==> src/rtl/if_pc_gen_pkg.sv <==
// Shared widths, stall encodings, reset vector and PC-generator state encodings
// for the fetch stage.
package if_pc_gen_pkg;
  localparam int          STALL_WD    = 6;
  localparam int          BR_WD       = 33;
  localparam int          IF_TO_ID_WD = 33;
  localparam logic [31:0] RESET_VEC   = 32'hBFC0_0000;
  localparam logic        Stop        = 1'b1;
  localparam logic        NoStop      = 1'b0;

  typedef logic [STALL_WD-1:0] StallBus;

  typedef enum logic [1:0] {
    BOOT = 2'd0,
    RUN  = 2'd1,
    HOLD = 2'd2
  } pc_state_e;
endpackage

==> src/rtl/if_br_buffer.sv <==
// One-entry redirect holding register: remembers a branch raised while the
// PC is stalled until the PC is next allowed to move.
module if_br_buffer (
  input  logic        clk,
  input  logic        rst,
  input  logic        capture,
  input  logic [31:0] capture_addr,
  input  logic        consume,
  output logic        br_pend,
  output logic [31:0] br_pend_addr
);
  // capture and consume are mutually exclusive (stalled vs. advancing), and a
  // repeated capture simply overwrites the address: last writer wins.
  always_ff @(posedge clk or negedge rst) begin
    if (!rst) begin
      br_pend      <= 1'b0;
      br_pend_addr <= 32'd0;
    end else if (capture) begin
      br_pend      <= 1'b1;
      br_pend_addr <= capture_addr;
    end else if (consume) begin
      br_pend      <= 1'b0;
    end
  end
endmodule

==> src/rtl/if_pc_gen.sv <==
// Fetch-stage PC generator: picks the next PC, drives the instruction SRAM
// read port and the IF->ID bus, and buffers redirects raised under stall.
module if_pc_gen
  import if_pc_gen_pkg::*;
#(
  parameter logic [31:0] RESET_PC   = RESET_VEC,
  parameter int          STALL_W    = STALL_WD,
  parameter int          BR_W       = BR_WD,
  parameter int          IF_TO_ID_W = IF_TO_ID_WD
) (
  input  logic                  clk,
  input  logic                  rst,
  input  logic [STALL_W-1:0]    stall,
  input  logic [BR_W-1:0]       br_bus,
  output logic [IF_TO_ID_W-1:0] if_to_id_bus,
  output logic                  inst_sram_en,
  output logic [3:0]            inst_sram_wen,
  output logic [31:0]           inst_sram_addr,
  output logic [31:0]           inst_sram_wdata,
  output logic                  fetch_adel,
  output logic [31:0]           fetch_cnt,
  output logic [31:0]           stall_cnt
);
  localparam logic [31:0] PC_RST = RESET_PC - 32'd4;

  pc_state_e   state, state_nxt;
  logic [31:0] pc_r, next_pc, br_addr, br_pend_addr;
  logic        ce_r, br_e, br_pend, stop;
  logic        boot_ld, pc_upd, br_capture;
  logic        unused_ok;

  assign br_e      = br_bus[BR_W-1];
  assign br_addr   = br_bus[31:0];
  assign stop      = (stall[0] == Stop);
  assign unused_ok = ^stall[STALL_W-1:1];

  always_ff @(posedge clk or negedge rst) begin
    if (!rst) state <= BOOT;
    else      state <= state_nxt;
  end

  always_comb begin
    state_nxt = state;
    case (state)
      BOOT:    state_nxt = RUN;
      RUN:     state_nxt = stop ? HOLD : RUN;
      HOLD:    state_nxt = stop ? HOLD : RUN;
      default: state_nxt = BOOT;
    endcase
  end

  // Branch inputs are ignored in BOOT; the first fetch is always RESET_PC.
  always_comb begin
    boot_ld    = 1'b0;
    pc_upd     = 1'b0;
    br_capture = 1'b0;
    case (state)
      BOOT:      boot_ld = 1'b1;
      RUN, HOLD: begin
        pc_upd     = !stop;
        br_capture = stop && br_e;
      end
      default: ;
    endcase
  end

  always_comb begin
    if (br_e)         next_pc = br_addr;
    else if (br_pend) next_pc = br_pend_addr;
    else              next_pc = pc_r + 32'd4;
  end

  if_br_buffer u_br_buffer (
    .clk          (clk),
    .rst          (rst),
    .capture      (br_capture),
    .capture_addr (br_addr),
    .consume      (pc_upd),
    .br_pend      (br_pend),
    .br_pend_addr (br_pend_addr)
  );

  always_ff @(posedge clk or negedge rst) begin
    if (!rst) begin
      pc_r <= PC_RST;
      ce_r <= 1'b0;
    end else if (boot_ld) begin
      pc_r <= RESET_PC;
      ce_r <= 1'b1;
    end else if (pc_upd) begin
      pc_r <= next_pc;
    end
  end

  // Misaligned PCs are flagged but not fetched; decode raises the exception.
  assign fetch_adel      = ce_r & (pc_r[1:0] != 2'b00);
  assign inst_sram_en    = ce_r & ~fetch_adel;
  assign inst_sram_addr  = pc_r;
  assign inst_sram_wen   = 4'h0;
  assign inst_sram_wdata = 32'd0;
  assign if_to_id_bus    = {ce_r, pc_r};

  always_ff @(posedge clk or negedge rst) begin
    if (!rst) begin
      fetch_cnt <= 32'd0;
      stall_cnt <= 32'd0;
    end else begin
      if (inst_sram_en && !stop) fetch_cnt <= fetch_cnt + 32'd1;
      if (ce_r && stop)          stall_cnt <= stall_cnt + 32'd1;
    end
  end
endmodule

==> config.mk <==
export PLATFORM = sky130hd
export DESIGN_NAME = if_pc_gen
export DESIGN_NICKNAME = d
export VERILOG_FILES = /design/src/rtl/if_pc_gen_pkg.sv /design/src/rtl/if_br_buffer.sv /design/src/rtl/if_pc_gen.sv
export SDC_FILE = /design/constraint.sdc
export NUM_CORES = 1
export LEC_CHECK = 0
export CAP_MARGIN = 20
export CELL_PAD_IN_SITES_DETAIL_PLACEMENT = 1
export CELL_PAD_IN_SITES_GLOBAL_PLACEMENT = 2
export CORE_MARGIN = 5
export CORE_UTILIZATION = 32
export DETAILED_ROUTE_END_ITERATION = 8
export PLACE_DENSITY_LB_ADDON = 0.1
export SLEW_MARGIN = 10
export SYNTH_ARGS = -nofsm -noshare
export SYNTH_HDL_FRONTEND = slang
export SYNTH_SLANG_ARGS = --single-unit
==> constraint.sdc <==
create_clock -name clk -period 3.6 [get_ports clk]
set_clock_uncertainty 0.05 [all_clocks]
set_input_delay 1.08 -clock clk [delete_from_list [all_inputs] [get_ports clk]]
set_output_delay 1.08 -clock clk [all_outputs]
set_load 0.03 [all_outputs]
==> flow_summary_export.csv, run 1 <==
group,metric,value,unit
run_status,status,"finished clean",
grt,grt_max_degree,78,
detailed_routing,dr_total_vias,5630,
logic_synthesis,syn_area_per_cell,10.49,sq um
timing,clock.fmax,0.3261,GHz
die,dieHeight,157.9,um
logic_synthesis,synth_area_leaders,"dfrtp_1 (37%), dfstp_2 (11%), buf_4 (7.4%)",
timing,rsz0062_at_grt,"false",
detailed_routing,remaining_drc_errors,0,
timing,fin_crit,3.067,ns
worst_setup_path,cp_max_fo,8,
hold_path,hold_path_depth,2,
finish,seqCellArea,3338,sq um
finish,syn2layout_area_growth,33.20,%
die,start_util,32.27,%
worst_setup_path,cpPeakStageDelay,0.72,ns
timing,period_share,85.18,%
clocking,path_clk_slew,0.06,ns
grt,grt_pass1_vias,6112,
timing,timing.slew.headroom,40.88,%
die,top_level_ports,208,
clocking,clk_latency,0.42,ns
hold_path,hold_path.class,"flop to flop",
die,die_area,24930,sq um
logic_synthesis,yosysSeqAreaShare,47.70,%
detailed_routing,dr_wl_met3,1225,um
worst_setup_path,regToRegSetupSlack,1.03,ns
logic_synthesis,synth_cell_types,58,
logic_synthesis,synth_flop_cell,"dfrtp_1",
detailed_routing,routedWlPerCell,19.19,um
power_and_ir_drop,p_leak,3.848,nW
die,rows,54,
finish,fin_nets,859,
timing,finalMaxSlewViolations,0,
timing,finalSetupViolCount,0,
logic_synthesis,synth_edf_count,0,
timing,hold_viol_final,0,
detailed_routing,routed_wl,21210,um
worst_setup_path,path_cells,"nor3b_1 -> clkdlybuf4s50_1",
die,coreArea,21690,sq um
worst_setup_path,worst-endpoint-required,2.47,ns
clocking,cts_tree,"done",
clocking,cts-buffers-inserted,17,
placed_design,io_buffers,166,
finish,drive_gt1_share,15.15,%
hold_path,min-delay-start,"inst_sram_addr[31]",
clocking,hold_buffers,0,
placed_design,hpwlAfterDp,15110,um
timing,worst-slew-pin-transition,0.8820,ns
clocking,htreeDepth,4,
grt,grt_pass1_wl,33760,um
logic_synthesis,yosysTopAreaCell,"dfrtp_1",
logic_synthesis,mappedNetlistArea,6998,sq um
finish,final_util,42.98,%
detailed_routing,initialDrtViolationCount,172,
worst_setup_path,crit_type,"flop to primary output",
hold_path,holdPathEnd,"inst_sram_addr[31]",
placed_design,gp_congestion,0.7653,
detailed_routing,drt-met1-wl,9135,um
clocking,clk_root_buffer_cell,"clkbuf_16",
finish,fillers,2363,
worst_setup_path,arrival,1.94,ns
logic_synthesis,ys_warn_count,0,
detailed_routing,routed.top_layer,"met5",
detailed_routing,ant_nets,0,
clocking,cts_resized,0,
logic_synthesis,synthArstFlopShare,100.0,%
grt,track_usage,17.18,%
grt,antenna_found_initial,1,
clocking,clock-sinks,132,
clocking,clockBufferDepth,2,
finish,diodes,0,
detailed_routing,met2_length,10700,um
clocking,cts_setup_buffers,0,
timing,setup_tns,0,ns
finish,multi_input_area,3129,sq um
logic_synthesis,synth_top_area_share,37.19,%
power_and_ir_drop,power_density,805.7,nW/um^2
die,dieWidth,157.9,um
worst_setup_path,rr_startpoint,"inst_sram_addr[2]",
power_and_ir_drop,vdd_drop_max,0.3920,mV
worst_setup_path,critPathSlowestCell,"clkdlybuf4s50_1",
worst_setup_path,rr_endpoint,"inst_sram_addr[20]",
detailed_routing,first_pass_iters,4,
detailed_routing,viasPerCell,5.095,
worst_setup_path,r2r_cells,6,
worst_setup_path,cp-start-kind,"flop",
logic_synthesis,synth-seq-cells,132,
logic_synthesis,synth_cells,667,
power_and_ir_drop,power,7.510,mW
worst_setup_path,setup.worst_path.end_class,"primary output",
grt,gr-total-overflow,0,
job,max_cap_viol_count,0,
[critical path: cells and delay by family (launching register included)]
family,cells,cell delay [ns]
flip-flops,1,0.53
buffers and inverters,1,0.72
AND/OR/NAND/NOR,1,0.28
[worst max-delay path by stage]
stage / endpoint / slack (ns) / start / cells past startpoint
floorplan: fetch_cnt[26] / 0.93 / stall[0] / 6
global placement: inst_sram_addr[22] / 0.31 / stall[0] / 6
detailed placement: fetch_cnt[26] / 0.27 / stall[0] / 6
CTS: inst_sram_en / 0.48 / ce_r / 2
global route: inst_sram_en / 0.42 / ce_r / 2
finish: inst_sram_en / 0.53 / ce_r / 2
[metal layers]
layer,GRT usage (%),vias up
met5,0,-
li1,-,2607
met2,29.45,142
met3,4.647,9
met4,3.646,2
met1,21.81,2870
[power by group]
group	leakage, nW	internal (mW)	switching (mW)
registers	1.64	2.00	0.480
logic	1.91	1.35	1.81
clock network	0.301	1.19	0.673
[kinds of logic after synthesis]
family,share of synthesized area (%)
other cells,0.05359
simple gates,15.73
compound gates,12.52
mux,5.757
buf+inv,9.458
fa+ha+maj,0.8940
xor+xnor,7.885
flops,47.70
[metrics by stage]
| stage | std cells | area, sq um | setup slack [ns] | hold slack [ns] |
|---|---|---|---|---|
| after floorplan | 702 | 7129 | 0.9348 | 0.4201 |
| after global placement | 1074 | 8690 | 0.3144 | 0.4114 |
| final | 1105 | 9321 | 0.5335 | 0.4329 |
| after detailed placement | 1074 | 8690 | 0.2664 | 0.4241 |
| after CTS | 1105 | 9321 | 0.4838 | 0.4336 |
| after global routing | 1105 | 9321 | 0.4185 | 0.4584 |
[flip-flops by register name (all words and copies together), names as in the netlist]
name / cells
stall_cnt: 32
u_br_buffer.br_pend: 1
fetch_cnt: 32
inst_sram_addr: 32
ce_r: 1
u_br_buffer.br_pend_addr: 32
state: 2
[Yosys cell counts (3+ instances only)]
cell / count
a211oi_1: 8
a2bb2oi_1: 7
buf_4: 69
nor3_2: 3
dfstp_2: 28
or3_1: 5
and4_1: 11
o21a_1: 5
dfrtp_1: 104
nand4_1: 18
mux2_2: 34
nor4_1: 3
o211ai_1: 7
o21ai_0: 24
o31ai_1: 4
buf_1: 4
nand2_1: 42
nor2_1: 32
clkbuf_1: 17
inv_1: 11
a41o_1: 3
nand2b_1: 4
a221oi_1: 12
a21o_1: 4
a22o_1: 4
ha_1: 5
a21oi_1: 27
xor2_1: 15
nand3_1: 36
o221ai_1: 3
xnor2_1: 48
and2_1: 5
a41oi_1: 3
and3_1: 19
o22ai_1: 5
nor3_1: 9
[cell type report]
class	instances	share of cell area [%]
clock buffer	19	4.859
clock inverter	12	1.919
inverter	13	0.5235
multi-input combinational	465	33.57
sequential	132	35.81
tap	280	3.758
timing repair buffer	184	19.56
[layout by cell type, fill, tap and decap left out, types with 3 or more instances in the layout]
cell             count
and3_1              19
conb_1              36
o211ai_1             7
nor4_1               3
nand3_1             36
clkinvlp_4           3
nand2b_1             4
a2bb2oi_1            7
buf_4               16
a221oi_1            12
dfrtp_1            104
a22o_1               4
nand2_1             42
and4_1              11
or3_1                5
a41oi_1              3
nor3_1               9
bufinv_16            4
inv_1               11
o21a_1               5
xnor2_1             48
a21o_1               4
ha_1                 5
mux2_2              34
o221ai_1             3
a41o_1               3
xor2_1              15
a211oi_1             8
o21ai_0             24
nand4_1             18
nor3_2               3
dfstp_2             28
clkdlybuf4s50_1    165
a21oi_1             27
and2_1               5
clkbuf_16           17
o31ai_1              4
nor2_1              32
o22ai_1              5
Power figures use the tool's default switching activity.
==> inputs of run 2 (changes only) <==
--- a/config.mk
+++ b/config.mk
@@ -11,6 +11,7 @@
 export CORE_MARGIN = 5
 export CORE_UTILIZATION = 32
 export DETAILED_ROUTE_END_ITERATION = 8
+export GPL_TIMING_DRIVEN = 0
 export PLACE_DENSITY_LB_ADDON = 0.1
 export SLEW_MARGIN = 10
 export SYNTH_ARGS = -nofsm -noshare
==> flow_summary_export.csv, run 2 (synthesis results as in run 1) <==
group,metric,value,unit
power_and_ir_drop,p_leak,4.156,nW
power_and_ir_drop,p_comb_share,44.1,%
grt,gr-total-overflow,0,
power_and_ir_drop,internal_power,4.658,mW
timing,fin_crit,2.996,ns
die,dieHeight,157.9,um
timing,finalSetupViolCount,0,
placed_design,post-place-ws,0.4399,ns
timing,timing.slew.headroom,37.62,%
die,dieWidth,157.9,um
timing,rsz0062_at_grt,"false",
worst_setup_path,arrival,1.87,ns
timing,worst-slew-pin-transition,0.9307,ns
finish,fin_nets,933,
detailed_routing,initialDrtViolationCount,207,
timing,hold_viol_final,0,
clocking,clockBufferDepth,2,
worst_setup_path,worst-endpoint-required,2.47,ns
detailed_routing,ant_nets,0,
clocking,clock-sinks,132,
die,rows,54,
clocking,cts_tree,"done",
finish,fillers,2426,
timing,clock.fmax,0.3338,GHz
detailed_routing,routedWlPerCell,18.52,um
placed_design,io_buffers,164,
die,die_area,24930,sq um
grt,track_usage,17.51,%
grt,grt_max_degree,69,
detailed_routing,viasPerCell,5.014,
finish,drive_gt1_share,20.00,%
detailed_routing,remaining_drc_errors,0,
worst_setup_path,crit_type,"flop to primary output",
worst_setup_path,cp_max_fo,8,
power_and_ir_drop,swShare,39.61,%
grt,grt_pass1_wl,34400,um
timing,finalMaxSlewViolations,0,
finish,diodes,0,
finish,final_area,9786,sq um
placed_design,hpwlAfterDp,16220,um
clocking,cts-buffers-inserted,17,
worst_setup_path,setup.worst_path.end_class,"primary output",
die,top_level_ports,208,
timing,period_share,83.23,%
grt,antenna_found_initial,0,
detailed_routing,dr_total_vias,5916,
run_status,status,"finished clean",
power_and_ir_drop,sequentialPowerShare,31.8,%
clocking,clk_root_buffer_cell,"clkbuf_16",
finish,syn2layout_area_growth,39.84,%
clocking,path_clk_slew,0.06,ns
die,coreArea,21690,sq um
power_and_ir_drop,vdd_drop_max,0.3679,mV
power_and_ir_drop,power_density,788.2,nW/um^2
clocking,cts_resized,0,
clocking,hold_buffers,0,
finish,layout.cells.most_common,"clkdlybuf4s50_1",
worst_setup_path,cp-start-kind,"flop",
grt,grt_pass1_vias,6323,
timing,setup_tns,0,ns
job,max_cap_viol_count,0,
clocking,htreeDepth,4,
die,start_util,32.27,%
timing,timing.hold.ws,0.4293,ns
detailed_routing,routed_wl,21850,um
detailed_routing,first_pass_iters,4,
placed_design,gp_congestion,0.7794,
power_and_ir_drop,power.switching,3.055,mW
clocking,cts_setup_buffers,0,
power_and_ir_drop,clock_power_share,24.1,%
placed_design,place_area,9150,sq um
timing,setup_ws,0.6038,ns
hold_path,hold_path.class,"flop to flop",
finish,final_cell_mix,"clkdlybuf4s50_1 (163), dfrtp_1 (104), buf_4 (69)",
clocking,clk_latency,0.41,ns
run 2: layer usage:
metal	vias up	part of all wire (%)	wire [um]	GRT usage, %
met5	-	0	0	0
met4	0	1.0	226	3.728
met3	15	6.2	1349	4.538
met2	158	52	11470	31.46
met1	2997	40	8810	21.16
li1	2746	-	-	-
run 2: path summary, 6_finish.rpt:
kind / end / slack, ns / cells past startpoint / startpoint
setup / recovery: inst_sram_en / 0.60 / 2 / ce_r
hold / removal: stall_cnt[31] / 0.43 / 1 / stall_cnt[31]
setup reg to reg: inst_sram_addr[16] / 1.00 / 7 / inst_sram_addr[2]
hold reg to reg: stall_cnt[31] / 0.43 / 1 / stall_cnt[31]
max in group asynchronous: inst_sram_addr[15] / 2.10 / 2 / rst
min in group asynchronous: u_br_buffer.br_pend_addr[3] / 0.61 / 1 / rst
run 2: area by class of cell:
class	count	area (sq um)	area share [%]
sequential	132	3338	34.11
timing repair buffer	166	1675	17.12
tap	280	350.3	3.580
buffer	92	613.1	6.265
clock buffer	18	429.2	4.386
clock inverter	14	201.4	2.059
multi-input combinational	465	3129	31.98
inverter	13	48.80	0.4987
run 2: critical path, stage by stage, from the launching register on:
cell and delay [ns]:
dfrtp_1 0.53, nor3b_1 0.23, clkdlybuf4s50_1 0.70
run 2: power groups by stage:
stage | clock network (mW) | registers (mW) | logic [mW]
after CTS | 1.91 | 2.46 | 3.43
after detailed placement | 0 | 2.48 | 3.42
final | 1.86 | 2.46 | 3.40
after floorplan | 0 | 2.76 | 1.80
after global routing | 1.97 | 2.53 | 3.64
after global placement | 0 | 2.45 | 3.34
run 2: metrics by stage:
| step | power [mW] | std cells | utilization [%] |
|---|---|---|---|
| after floorplan | 4.555 | 702 | - |
| after global routing | 8.136 | 1180 | 45.12 |
| after detailed placement | 5.902 | 1147 | 42.19 |
| final | 7.713 | 1180 | 45.12 |
| after global placement | 5.786 | 1146 | 42.06 |
| after CTS | 7.801 | 1179 | 45.10 |
